<file path="config.mk">
export PLATFORM = sky130hd
export DESIGN_NAME = barcode_mimic_gen
export DESIGN_NICKNAME = d
export VERILOG_FILES = /design/src/rtl/barcode_mimic_gen_pkg.sv /design/src/rtl/barcode_mimic_gen_bit_timer.sv /design/src/rtl/barcode_mimic_gen.sv
export SDC_FILE = /design/constraint.sdc
export NUM_CORES = 1
export LEC_CHECK = 0
export ABC_AREA = 0
export BUFFER_PORTS_ARGS = -buffer_cell sky130_fd_sc_hd__buf_4
export CAP_MARGIN = 20
export CORE_MARGIN = 10
export CORE_UTILIZATION = 65
export CTS_BUF_LIST = sky130_fd_sc_hd__clkbuf_8
export DETAILED_ROUTE_END_ITERATION = 10
export GPL_TIMING_DRIVEN = 0
export MAX_ROUTING_LAYER = met4
export PLACE_DENSITY = 0.83
export RECOVER_POWER = 25
export SLEW_MARGIN = 30
export SYNTH_ARGS = -nofsm -noshare
export SYNTH_HDL_FRONTEND = slang
export SYNTH_HIERARCHICAL = 1
export SYNTH_SLANG_ARGS = --single-unit
</file>
<file path="constraint.sdc">
create_clock -name clk -period 5.2 [get_ports clk]
set_input_delay 0.26 -clock clk [delete_from_list [all_inputs] [get_ports clk]]
set_output_delay 0.26 -clock clk [all_outputs]
set_load 0.01 [all_outputs]
</file>
<file path="src/rtl/barcode_mimic_gen_pkg.sv">
// barcode_mimic_gen_pkg: shared types, widths and low-time helper for the barcode stimulus source
package barcode_pkg;
  typedef enum logic [1:0] {IDLE, START, LOW, HIGH} bc_state_t;
  localparam int BC_BITS = 8;
  localparam int BC_PERIOD_W = 22;
  localparam int BC_MIN_PERIOD = 8;
  // '1' is a short (quarter) low pulse, '0' the complementary long one
  function automatic logic [BC_PERIOD_W-1:0] low_time(input logic [BC_PERIOD_W-1:0] p, input logic b);
    return b ? p >> 2 : p - (p >> 2);
  endfunction
endpackage

</file>
<file path="src/rtl/barcode_mimic_gen_bit_timer.sv">
// bc_bit_timer: loadable down-counter with zero flag, times each low and high segment
module bc_bit_timer
  import barcode_pkg::*;
(
  input  logic                   clk,
  input  logic                   rst_n,
  input  logic                   load,
  input  logic [BC_PERIOD_W-1:0] load_val,
  output logic                   zero
);
  logic [BC_PERIOD_W-1:0] cnt;
  always_ff @(posedge clk)
    if (!rst_n) cnt <= '0;
    else if (load) cnt <= load_val;
    else if (cnt != '0) cnt <= cnt - BC_PERIOD_W'(1);
  assign zero = cnt == '0;
endmodule

</file>
<file path="src/rtl/barcode_mimic_gen.sv">
// barcode_mimic_gen: serialises station_ID onto BC with pulse-width coding, MSB first.
// BARCODE_MIMIC_START_BIT_EN adds a leading half-period calibration bit.
module barcode_mimic_gen
  import barcode_pkg::*;
#(
  parameter int MIN_PERIOD = BC_MIN_PERIOD
) (
  input  logic                   clk,
  input  logic                   rst_n,
  input  logic [BC_PERIOD_W-1:0] period,
  input  logic                   send,
  input  logic [BC_BITS-1:0]     station_ID,
  output logic                   BC_done,
  output logic                   BC
);
  bc_state_t state;
  logic [BC_BITS-1:0] sr;
  logic [2:0] bit_cnt;
  logic [BC_PERIOD_W-1:0] p, pc, ld_val;
  logic ld, zero;
`ifdef BARCODE_MIMIC_START_BIT_EN
  logic cal;
`endif
  assign pc = period < BC_PERIOD_W'(MIN_PERIOD) ? BC_PERIOD_W'(MIN_PERIOD) : period;
  // timer loads n-1 so a segment of n clocks ends when the counter reads zero
  always_comb begin
    ld = 1'b0;
    ld_val = '0;
    case (state)
      IDLE: begin
        ld = send;
`ifdef BARCODE_MIMIC_START_BIT_EN
        ld_val = (pc >> 1) - BC_PERIOD_W'(1);
`else
        ld_val = low_time(pc, station_ID[BC_BITS-1]) - BC_PERIOD_W'(1);
`endif
      end
`ifdef BARCODE_MIMIC_START_BIT_EN
      START: begin
        ld = zero;
        ld_val = p - (p >> 1) - BC_PERIOD_W'(1);
      end
`endif
      LOW: begin
        ld = zero;
        ld_val = p - low_time(p, sr[BC_BITS-1]) - BC_PERIOD_W'(1);
      end
      HIGH: begin
        ld = zero && bit_cnt != 3'(BC_BITS-1);
        ld_val = low_time(p, sr[BC_BITS-2]) - BC_PERIOD_W'(1);
`ifdef BARCODE_MIMIC_START_BIT_EN
        if (cal) begin
          ld = zero;
          ld_val = low_time(p, sr[BC_BITS-1]) - BC_PERIOD_W'(1);
        end
`endif
      end
      default: ;
    endcase
  end
  bc_bit_timer u_timer (
    .clk      (clk),
    .rst_n    (rst_n),
    .load     (ld),
    .load_val (ld_val),
    .zero     (zero)
  );
  always_ff @(posedge clk) begin
    if (!rst_n) begin
      state <= IDLE;
      sr <= '0;
      bit_cnt <= '0;
      p <= '0;
      BC <= 1'b1;
      BC_done <= 1'b0;
`ifdef BARCODE_MIMIC_START_BIT_EN
      cal <= 1'b0;
`endif
    end else begin
      BC_done <= 1'b0;
      case (state)
        IDLE: if (send) begin
          sr <= station_ID;
          p <= pc;
          bit_cnt <= '0;
          BC <= 1'b0;
`ifdef BARCODE_MIMIC_START_BIT_EN
          state <= START;
`else
          state <= LOW;
`endif
        end
`ifdef BARCODE_MIMIC_START_BIT_EN
        START: if (zero) begin
          BC <= 1'b1;
          cal <= 1'b1;
          state <= HIGH;
        end
`endif
        LOW: if (zero) begin
          BC <= 1'b1;
          state <= HIGH;
        end
        HIGH: if (zero) begin
`ifdef BARCODE_MIMIC_START_BIT_EN
          if (cal) begin
            cal <= 1'b0;
            BC <= 1'b0;
            state <= LOW;
          end else
`endif
          if (bit_cnt == 3'(BC_BITS-1)) begin
            bit_cnt <= bit_cnt + 3'd1;
            BC_done <= 1'b1;
            state <= IDLE;
          end else begin
            sr <= sr << 1;
            bit_cnt <= bit_cnt + 3'd1;
            BC <= 1'b0;
            state <= LOW;
          end
        end
        default: state <= IDLE;
      endcase
    end
  end
endmodule

</file>
==> results.txt, run 1 <==
Pre-antenna DRT Iters -> 5
CP bufs+invs -> 2
RSZ-0062 raised after global routing -> false
Netlist Area Pre-Place -> 7950 sq um
Net count, final -> 1241
Register area share after synthesis -> 14.9%
Core area -> 12000 sq um
Pwr dens -> 426 nW/um^2
Average instance area after synthesis -> 7.29 sq um
Hold Path Class -> in -> reg
Die height -> 131 um
Crit path max-delay cell type -> o311ai_0
Max-slew headroom -> 40.3%
Number of vias in the routed layout -> 8536
WL final -> 24.3 mm
Root buffer cell -> clkbuf_8
Clk_lat worst skew -> 380 ps
GRT Total Usage -> 29.9%
Min-Delay Path Depth -> 3
Dpl ws -> -405 ps
Final Skew -> 8.04 ps
CTS Hold Bufs -> 0
CP most frequent cell -> a21oi_1
Max Fclk -> 198 MHz
Die X -> 131 um
Synth warn -> 6
DRC violations left -> 0
Setup TNS -> 0 ps
Syn nets -> 1195
CP max stage delay -> 550 ps
Top area cells in the synthesized netlist -> dfxtp_1 15%, ha_1 11%, nand2_1 5.6%, xnor2_1 4.6%, a21oi_1 4.4%
P&R area growth vs syn -> 9.52%
Detailed placement HPWL -> 19.1 mm
Antenna cells -> 0
Final setup fails -> 0
Initial cell density of the core -> 66.2%
Synth async-reset ratio -> 0%
Final Wtd Congestion -> 1.00
TritonCTS clock tree -> done
Via density -> 6.62
Synth Instances -> 1091
Delay-heaviest family, CP -> compound AO/OA/AOI/OAI gates
Post-synth top area cell -> dfxtp_1
Largest net degree at the start of global routing -> 12
Synth top area share -> 14.9%
Number of global-route vias before repair -> 8048
Fin. Hold Viols -> 0
Worst path required time -> 5510 ps
Setup slack after layout -> 142 ps
Detail Route Antenna Nets -> 0
Worst-path clk slew -> 70 ps
Final min period -> 5060 ps
Cells along the critical path -> buf_4, nor4_4, nand4_1, or4_4, nand2_2, ha_1, inv_1, fa_1, a21o_1, a221o_2, a31oi_4, a21oi_1, a21oi_1, xnor2_1, o311ai_0, nand3_1, o31a_1, o32ai_1, o21ai_0, a31oi_1
Worst-margin pin slew -> 884 ps
Initial antenna violation count -> 1
Die footprint -> 17100 sq um
Initial DRC Count -> 897
Worst vdd ir -> 0.000268 V
H-tree Lvls -> 3
Layout cell share with drive strength beyond 1 -> 9.37%
Outcome -> completed
MaxCap Viol Count -> 0
CP Depth -> 20
Leak -> 3.73 nW
CTS Sinks -> 59
First-pass GRT wire length -> 40.2 mm
# rows -> 40
Dominant synthesized flop cell -> dfxtp_1
Worst-path maximum fanout -> 6
Critical path arrival -> 5360 ps
Critical path launch point type -> input port
R2r worst-path depth -> 23
Critical path type -> in -> reg
CTS Buf Count -> 9
Seq cells post-synth -> 59
Slew Limit Fails -> 0
Clk buf depth -> 2
Post-synth cell types -> 91
Grt total ovfl -> 0
Period utilization -> 97.3%
Crit end category -> flop
Port Buffers -> 32
Io pins -> 35
Post-synth EDFFs -> 0
Routed WL per cell -> 18.9 um
power by group:
group	switching (W)	internal, W	total, W
Combinational	0.00148	0.00107	0.00255
Sequential	0.000154	0.000568	0.000723
Clock	0.000206	0.000230	0.000436
synthesized netlist by cell type, types with 9 or more instances:
library cell and n:
xor2_1 27, o211ai_1 13, a21o_1 28, nand2_1 119, or3_1 11, o211a_1 12, inv_1 67, nand2b_1 17
nor4_1 10, nand3_1 20, o21a_1 16, and3_1 11, a211oi_1 14, ha_1 68, dfxtp_1 59, clkbuf_1 46
a21boi_0 23, o21ai_0 38, nor2_1 75, a22oi_1 12, and2_1 15, buf_2 9, nand4_1 14, o21ai_1 16
o31ai_1 9, mux2i_1 24, a31oi_1 18, nor2b_1 15, or4_1 10, nor3_1 29, a21oi_1 70, xnor2_1 42
tightest hold or removal path: stages:
cell and delay (ps):
buf_4 130, nand2_1 50, a21boi_0 60
path summary, 6_finish.rpt:
| check | start | end | slack, ps |
|---|---|---|---|
| setup reg to reg | p[2] | u_timer/cnt[21] | 240 |
| setup / recovery | period[20] | u_timer/cnt[21] | 140 |
| hold / removal | period[21] | p[21] | 170 |
| hold reg to reg | sr[0] | sr[0] | 500 |
routing by layer:
layer  GRT usage [%]  vias to the layer above  share of wire [%]
li1                -                     4115                  -
met1            38.3                     4002                 45
met2            45.8                      358                 44
met3            5.00                       61                7.2
met4            12.4                        0                3.3
met5               -                        -                  0
stage by stage:
step	instance area (sq um)	cells	hold WS, ps	total power, W	utilization (%)
finish	8710	1289	175	0.00371	72.5
global route	8710	1289	189	0.00401	72.5
CTS	8570	1286	170	0.00359	71.4
detailed placement	8370	1270	491	0.00314	69.7
global placement	8370	1270	474	0.00310	69.7
floorplan	7950	1091	382	0.00263	-
placed cells by master (no fill, tap or decap), types with 13 or more instances in the layout:
cell type / count
nand2_1: 118
nor2_1: 75
inv_1: 68
a21oi_1: 68
ha_1: 67
dfxtp_1: 57
clkbuf_1: 47
xnor2_1: 42
o21ai_0: 35
buf_4: 33
nor3_1: 29
a21o_1: 28
xor2_1: 27
mux2i_1: 24
a21boi_0: 23
nand3_1: 20
o21ai_1: 18
nand2b_1: 17
a31oi_1: 17
o21a_1: 16
nor2b_1: 15
nand4_1: 14
and2_1: 14
a211oi_1: 14
o211ai_1: 13
repair_timing:
action                                  CTS  global route
endpoints found under the setup margin    2             5
resized for setup                         2            25
pin swaps                                 0             8
setup buffers                             0             3
area by class of cell:
cell class	count	area [sq um]
Buffer	61	258
Clock buffer	10	138
Clock inverter	6	56.3
Fill cell	1052	3300
Inverter	69	259
Multi-Input combinational cell	902	6370
Sequential cell	59	1180
Tap cell	147	184
Timing Repair Buffer	35	255
registers in the layout (all words and copies together) (netlist names):
register,count
sr,8
BC,1
bit_cnt,3
p,22
state,2
u_timer/cnt,22
BC_done,1
kinds of logic after synthesis:
logic type      Yosys count  synth area share (%)
mux                      24                  3.02
compound gates          352                  31.1
buf+inv                 130                  6.47
simple gates            386                  25.5
xor+xnor                 69                  7.60
fa+ha+maj                71                  11.5
flops                    59                  14.9
(Power assumes the default switching activity.)
==> inputs of run 2 (changes only) <==
--- a/config.mk
+++ b/config.mk
@@ -14,10 +14,10 @@
 export DETAILED_ROUTE_END_ITERATION = 10
 export GPL_TIMING_DRIVEN = 0
 export MAX_ROUTING_LAYER = met4
-export PLACE_DENSITY = 0.83
+export PLACE_DENSITY = 0.84
 export RECOVER_POWER = 25
 export SLEW_MARGIN = 30
 export SYNTH_ARGS = -nofsm -noshare
 export SYNTH_HDL_FRONTEND = slang
-export SYNTH_HIERARCHICAL = 1
 export SYNTH_SLANG_ARGS = --single-unit
+export TNS_END_PERCENT = 20
==> run 2 against run 1 <==
Critical path depth is 1 higher. Via count grew 1.1%. Register-to-register slack improved by 130 ps. Largest cell class unchanged. First-iteration DRC count increased by 17%. Synthesized area decreased by 0.27%. Final area decreased by 0.17%. Routed wire length down 1.3%. Critical endpoint is now u_timer.cnt[20].
==> results.txt, run 2 <==
Post-synth top area cell -> dfxtp_1 (unchanged)
Placed Area -> 8340 sq um (was 8370 sq um)
Most common cell after layout, fill and taps aside -> nand2_1 (unchanged)
Clk_lat worst skew -> 370 ps (was 380 ps)
Reg2reg setup slack -> 370 ps (was 240 ps)
Most frequent cells in the layout -> 128 x nand2_1, 81 x a21oi_1, 72 x nor2_1 (was 118 x nand2_1, 75 x nor2_1, 68 x inv_1, 68 x a21oi_1, 67 x ha_1)
Root buffer cell -> clkbuf_8 (unchanged)
Pre-antenna DRT Iters -> 7 (was 5)
Worst-path clk slew -> 80 ps (was 70 ps)
Initial antenna violation count -> 0 (was 1)
RSZ-0062 raised after global routing -> true (was false)
Start point of the critical path -> period[15] (was period[20])
Final Skew -> 10.5 ps (was 8.04 ps)
Detail Route Antenna Nets -> 0 (unchanged)
Io pins -> 35 (unchanged)
Die X -> 130 um (was 131 um)
Average instance area after synthesis -> 7.17 sq um (was 7.29 sq um)
Fin. Hold Viols -> 0 (unchanged)
Clk buf depth -> 2 (unchanged)
Dpl ws -> -681 ps (was -405 ps)
Outcome -> completed (unchanged)
Initial cell density of the core -> 66.3% (was 66.2%)
Max-slew headroom -> 32.3% (was 40.3%)
Syn nets -> 1208 (was 1195)
Hold Path Class -> in -> reg (unchanged)
Slew Limit Fails -> 0 (unchanged)
Max Fclk -> 198 MHz (about the same)
Net count, final -> 1254 (was 1241)
Antenna cells -> 0 (unchanged)
Critical path launch point type -> input port (unchanged)
Design Area, Final -> 8690 sq um (was 8710 sq um)
Netlist Area Pre-Place -> 7930 sq um (was 7950 sq um)
# rows -> 40 (unchanged)
Period utilization -> 97.1% (was 97.3%)
Synth Instances -> 1106 (was 1091)
Top area cells in the synthesized netlist -> dfxtp_1 15%, ha_1 10%, nand2_1 6.2%, xnor2_1 5.4%, a21oi_1 5.1% (was dfxtp_1 15%, ha_1 11%, nand2_1 5.6%, xnor2_1 4.6%, a21oi_1 4.4%)
Count leader, synth -> nand2_1 (unchanged)
Die footprint -> 17000 sq um (was 17100 sq um)
Placed Instances -> 1283 (was 1270)
Synth top area share -> 14.9% (about the same)
R2r endpoint -> u_timer.cnt[21] (was u_timer/cnt[21])
End of the critical path -> u_timer.cnt[20] (was u_timer/cnt[21])
DRC violations left -> 0 (unchanged)
Worst path required time -> 5410 ps (was 5510 ps)
Pwr dens -> 520 nW/um^2 (was 426 nW/um^2)
Final min period -> 5050 ps (was 5060 ps)
WL final -> 24.0 mm (was 24.3 mm)
MaxCap Viol Count -> 0 (unchanged)
Synth top cells by count -> 130 x nand2_1, 81 x a21oi_1, 72 x nor2_1 (was 119 x nand2_1, 75 x nor2_1, 70 x a21oi_1)
Core area -> 12000 sq um (about the same)
Via density -> 6.62 (about the same)
Critical R2R Launch -> p[2] (unchanged)
Crit end category -> flop (unchanged)
Post-synth EDFFs -> 0 (unchanged)
CTS Sinks -> 59 (unchanged)
Post-route insts no fill -> 1304 (was 1289)
Register area share after synthesis -> 14.9% (about the same)
Critical path arrival -> 5260 ps (was 5360 ps)
R2r worst-path depth -> 21 (was 23)
H-tree Lvls -> 3 (unchanged)
CTS Buf Count -> 9 (unchanged)
Layout cell share with drive strength beyond 1 -> 9.16% (was 9.37%)
Initial DRC Count -> 1053 (was 897)
Number of global-route vias before repair -> 7995 (was 8048)
GRT Total Usage -> 29.2% (was 29.9%)
P&R area growth vs syn -> 9.63% (was 9.52%)
Synth async-reset ratio -> 0% (unchanged)
Total Power -> 0.00452 W (was 0.00371 W)
Worst-margin pin slew -> 1010 ps (was 884 ps)
Critical path type -> in -> reg (unchanged)
Final setup fails -> 0 (unchanged)
Post-synth cell types -> 88 (was 91)
Grt total ovfl -> 0 (unchanged)
Dominant synthesized flop cell -> dfxtp_1 (unchanged)
Synth warn -> 0 (was 6)
Detailed placement HPWL -> 18.7 mm (was 19.1 mm)
Port Buffers -> 30 (was 32)
Largest net degree at the start of global routing -> 12 (unchanged)
Routed WL per cell -> 18.4 um (was 18.9 um)
Setup slack after layout -> 149 ps (was 142 ps)
Worst-path maximum fanout -> 6 (unchanged)
CTS Hold Bufs -> 0 (unchanged)
Seq cells post-synth -> 59 (unchanged)
First-pass GRT wire length -> 39.2 mm (was 40.2 mm)
Leak -> 3.56 nW (was 3.73 nW)
TritonCTS clock tree -> done (unchanged)
Die height -> 130 um (was 131 um)
Biggest regs -> p (22), u_timer.cnt (22), sr (8) (was p (22), u_timer/cnt (22), sr (8))
Number of vias in the routed layout -> 8627 (was 8536)
Final Wtd Congestion -> 0.998 (was 1.00)
Worst vdd ir -> 0.000514 V (was 0.000268 V)
-- run 2: critical path: stages --
cell	delay (ps)
buf_4	150
nor4_4	380
and4_1	240
buf_4	160
nand3_4	110
nand2_2	120
inv_1	50
ha_1	200
inv_1	80
fa_2	260
nand2_1	110
maj3_1	370
mux2_2	230
and4_2	260
a31oi_4	140
nor4b_4	300
or3b_4	460
or4_4	590
or4_1	480
a32oi_1	200
a21oi_1	90
-- run 2: power breakdown --
group,switching [W],internal [W]
Sequential,0.000134,0.000579
Combinational,0.00195,0.00137
Clock,0.000208,0.000283
-- run 2: cell families (layout without fill, tap and decap cells) --
group / Yosys count / after routing / synth area share [%]
AO/OA/AOI/OAI: 350 / 350 / 30.2
multiplexers: 25 / 25 / 3.17
flip-flops: 59 / 59 / 14.9
adder cells (fa/ha/maj): 71 / 71 / 11.4
XOR/XNOR: 76 / 76 / 8.40
buffers and inverters: 132 / 183 / 6.80
AND/OR/NAND/NOR: 393 / 393 / 25.1
-- run 2: final cells by class --
cell class / instances / area [sq um]
plain buffers: 69 / 303
clock buffers: 10 / 138
clock inverters: 6 / 88.8
fillers: 1026 / 3270
inverters: 63 / 236
multi-input cells: 915 / 6310
flip-flops and latches: 59 / 1180
well taps: 147 / 184
repair buffers: 35 / 255
-- run 2: how the worst min path moves through the flow --
| stage | startpoint | to | slack (ps) | depth (start not counted) |
|---|---|---|---|---|
| final | station_ID[0] | sr[0] | 180 | 3 |
| after floorplan | period[7] | p[7] | 400 | 2 |
| after detailed placement | BC | BC | 460 | 2 |
| after global routing | station_ID[0] | sr[0] | 210 | 3 |
| after CTS | station_ID[0] | sr[0] | 180 | 3 |
| after global placement | bit_cnt[1] | bit_cnt[1] | 450 | 2 |
-- run 2: layer usage --
metal | track usage, % | vias to the layer above | routed length [um]
li1 | - | 4139 | -
met1 | 34.9 | 4011 | 10100
met2 | 47.2 | 392 | 10900
met3 | 4.71 | 85 | 1830
met4 | 14.1 | 0 | 1190
met5 | - | - | 0
-- run 2: through the flow --
stage,hold WS [ps],TNS [ps],util [%]
floorplan,405,0,-
global placement,453,-4370,69.7
detailed placement,461,-4720,69.7
CTS,178,0,72.2
global route,210,-49.0,72.7
finish,178,0,72.7
-- run 2: timing repair --
item / CTS / global route
buffers inserted: 3 / 2
setup endpoints to repair: 6 / 6
resized for setup: 9 / 10
cloned: 0 / 0
pin swaps: 4 / 6
==> inputs of run 3 (changes only) <==
--- a/config.mk
+++ b/config.mk
@@ -16,6 +16,7 @@
 export MAX_ROUTING_LAYER = met4
 export PLACE_DENSITY = 0.84
 export RECOVER_POWER = 25
+export REMOVE_ABC_BUFFERS = 1
 export SLEW_MARGIN = 30
 export SYNTH_ARGS = -nofsm -noshare
 export SYNTH_HDL_FRONTEND = slang
==> run 3 against run 2 <==
Total power shrank 5.1%. Sequential share of layout area increased by 0.56 points. Final area decreased by 3.8%. Clock skew is 1.2 ps lower. Clock power decreased by 24%. Routed wire length decreased by 9.8%. Cell count decreased by 5.1%. Maximum frequency is 1.0% lower. Utilization decreased by 2.7 points. Combinational power down 6%. Global-route usage decreased by 2.7 points. Largest power group unchanged.
==> results.txt, run 3 (synthesis gave the netlist of run 2 again) <==
Period utilization -> 98.1% (was 97.1%)
Largest net degree at the start of global routing -> 48 (was 12)
Final setup fails -> 0 (unchanged)
Via density -> 6.57 (was 6.62)
Clk_lat worst skew -> 380 ps (was 370 ps)
Fin. Hold Viols -> 0 (unchanged)
R2r worst-path depth -> 13 (was 21)
H-tree Lvls -> 3 (unchanged)
Cells along the critical path -> ha_2, buf_16, inv_1, nand2_2, nor4_1, a21boi_0, nor4_1, nor4b_4, or3b_4, or4_4, or4_1, a32oi_1, a21oi_1 (was buf_4, nor4_4, and4_1, buf_4, nand3_4, nand2_2, inv_1, ha_1, inv_1, fa_2, nand2_1, maj3_1, mux2_2, and4_2, a31oi_4, nor4b_4, or3b_4, or4_4, or4_1, a32oi_1, a21oi_1)
Leak -> 3.42 nW (was 3.56 nW)
Detailed placement HPWL -> 16.5 mm (was 18.7 mm)
Final Skew -> 9.34 ps (was 10.5 ps)
Critical R2R Launch -> state[0] (was p[2])
Port Buffers -> 34 (was 30)
P&R area growth vs syn -> 5.49% (was 9.63%)
Die X -> 130 um (unchanged)
Worst-margin pin slew -> 1260 ps (was 1010 ps)
Hold Path Class -> in -> reg (unchanged)
Worst-path clk slew -> 70 ps (was 80 ps)
Crit end category -> flop (unchanged)
RSZ-0062 raised after global routing -> true (unchanged)
Critical path arrival -> 5330 ps (was 5260 ps)
Final min period -> 5100 ps (was 5050 ps)
Most frequent cells in the layout -> 128 x nand2_1, 80 x a21oi_1, 71 x nor2_1 (was 128 x nand2_1, 81 x a21oi_1, 72 x nor2_1)
CP bufs+invs -> 2 (was 4)
Switching Fraction -> 51.1% (was 50.7%)
DRC violations left -> 0 (unchanged)
Worst path required time -> 5430 ps (was 5410 ps)
MaxCap Viol Count -> 0 (unchanged)
Max Fclk -> 196 MHz (was 198 MHz)
Grt total ovfl -> 0 (unchanged)
Number of vias in the routed layout -> 8131 (was 8627)
Pre-antenna DRT Iters -> 6 (was 7)
Max-slew headroom -> 15.9% (was 32.3%)
Number of global-route vias before repair -> 7499 (was 7995)
Final Wtd Congestion -> 0.955 (was 0.998)
Net switching power -> 0.00220 W (was 0.00229 W)
Int Pwr -> 0.00210 W (was 0.00223 W)
Logic pwr share -> 73.0% (was 73.4%)
Post-route insts no fill -> 1237 (was 1304)
Post-layout util -> 69.9% (was 72.7%)
Clk network pwr share -> 8.7% (was 10.8%)
Clk buf depth -> 2 (unchanged)
First-pass GRT wire length -> 36.1 mm (was 39.2 mm)
WL final -> 21.7 mm (was 24.0 mm)
Detail Route Antenna Nets -> 0 (unchanged)
Min-Delay Endpoint -> p[21] (was sr[0])
Critical path type -> reg -> reg (was in -> reg)
Seq pwr share -> 18.2% (was 15.8%)
Routed WL per cell -> 17.5 um (was 18.4 um)
Net count, final -> 1188 (was 1254)
CP max stage delay -> 590 ps (about the same)
Outcome -> completed (unchanged)
Placed Instances -> 1219 (was 1283)
Worst-path maximum fanout -> 27 (was 6)
Initial cell density of the core -> 66.3% (unchanged)
R2r endpoint -> u_timer.cnt[20] (was u_timer.cnt[21])
Crit path max-delay cell type -> or4_4 (unchanged)
Initial DRC Count -> 798 (was 1053)
Min-Delay Path Depth -> 3 (unchanged)
CTS Sinks -> 59 (unchanged)
Die height -> 130 um (unchanged)
Delay-heaviest family, CP -> simple AND/OR/NAND/NOR gates (unchanged)
Most common cell after layout, fill and taps aside -> nand2_1 (unchanged)
Core area -> 12000 sq um (unchanged)
Critical path launch point type -> flop (was input port)
Initial antenna violation count -> 0 (unchanged)
Pwr dens -> 513 nW/um^2 (was 520 nW/um^2)
Die footprint -> 17000 sq um (unchanged)
Io pins -> 35 (unchanged)
Biggest regs -> p (22), u_timer.cnt (22), sr (8) (unchanged)
Layout cell share with drive strength beyond 1 -> 9.27% (was 9.16%)
CP most frequent cell -> nor4_1
Reg2reg setup slack -> 100 ps (was 370 ps)
Worst hold margin -> 178 ps (about the same)
Slew Limit Fails -> 0 (unchanged)
Antenna cells -> 0 (unchanged)
CTS Buf Count -> 9 (unchanged)
Total Power -> 0.00429 W (was 0.00452 W)
Hold Crit Start -> period[21] (was station_ID[0])
Root buffer cell -> clkbuf_8 (unchanged)
TritonCTS clock tree -> done (unchanged)
GRT Total Usage -> 26.5% (was 29.2%)
# rows -> 40 (unchanged)
Worst vdd ir -> 0.000270 V (was 0.000514 V)
## run 3: cell type report
type | count | area (sq um)
Tap cell | 147 | 184
Multi-Input combinational cell | 915 | 6290
Clock inverter | 5 | 30.0
Sequential cell | 59 | 1180
Timing Repair Buffer | 38 | 298
Fill cell | 1017 | 3600
Clock buffer | 10 | 138
Inverter | 63 | 236
## run 3: worst max path at each step
stage               start               to  slack [ps]  cells past startpoint
2_1_floorplan  period[12]  u_timer.cnt[20]         370                     17
3_3_place_gp     state[0]  u_timer.cnt[20]       -1220                     12
3_5_place_dp   period[18]  u_timer.cnt[21]        -700                     20
4_1_cts        period[15]  u_timer.cnt[20]          30                     18
5_1_grt        period[16]  u_timer.cnt[20]         -30                     18
6_report         state[0]  u_timer.cnt[20]         100                     13
## run 3: what timing repair did
item | CTS | global route
pin swaps | 1 | 3
resized for setup | 8 | 10
hold buffers | 0 | 0
buffers inserted | 1 | 2
endpoints found under the setup margin | 8 | 8
## run 3: power by group through the flow
stage / clock [W] / combinational, W / sequential [W]
floorplan: 0 / 0.00245 / 0.000731
global placement: 0 / 0.00299 / 0.000776
detailed placement: 0 / 0.00303 / 0.000786
CTS: 0.000374 / 0.00307 / 0.000777
global route: 0.000391 / 0.00350 / 0.000808
finish: 0.000375 / 0.00313 / 0.000783
## run 3: metrics by stage
stage               setup WS (ps)  cell area (sq um)  setup TNS, ps
global route                -30.6               8360          -30.6
finish                       96.2               8360              0
detailed placement           -704               8100          -5000
global placement            -1220               8070         -11620
floorplan                     366               7630              0
CTS                          28.4               8320              0
## run 3: layer usage
layer,wire length (um),GRT usage (%)
met5,0,-
met4,569,10.2
met3,1760,3.63
met2,9700,40.4
met1,9640,34.9
## run 3: tightest hold or removal path: stages
cell      delay, ps
buf_4           130
nand2_1          50
a21boi_0         60
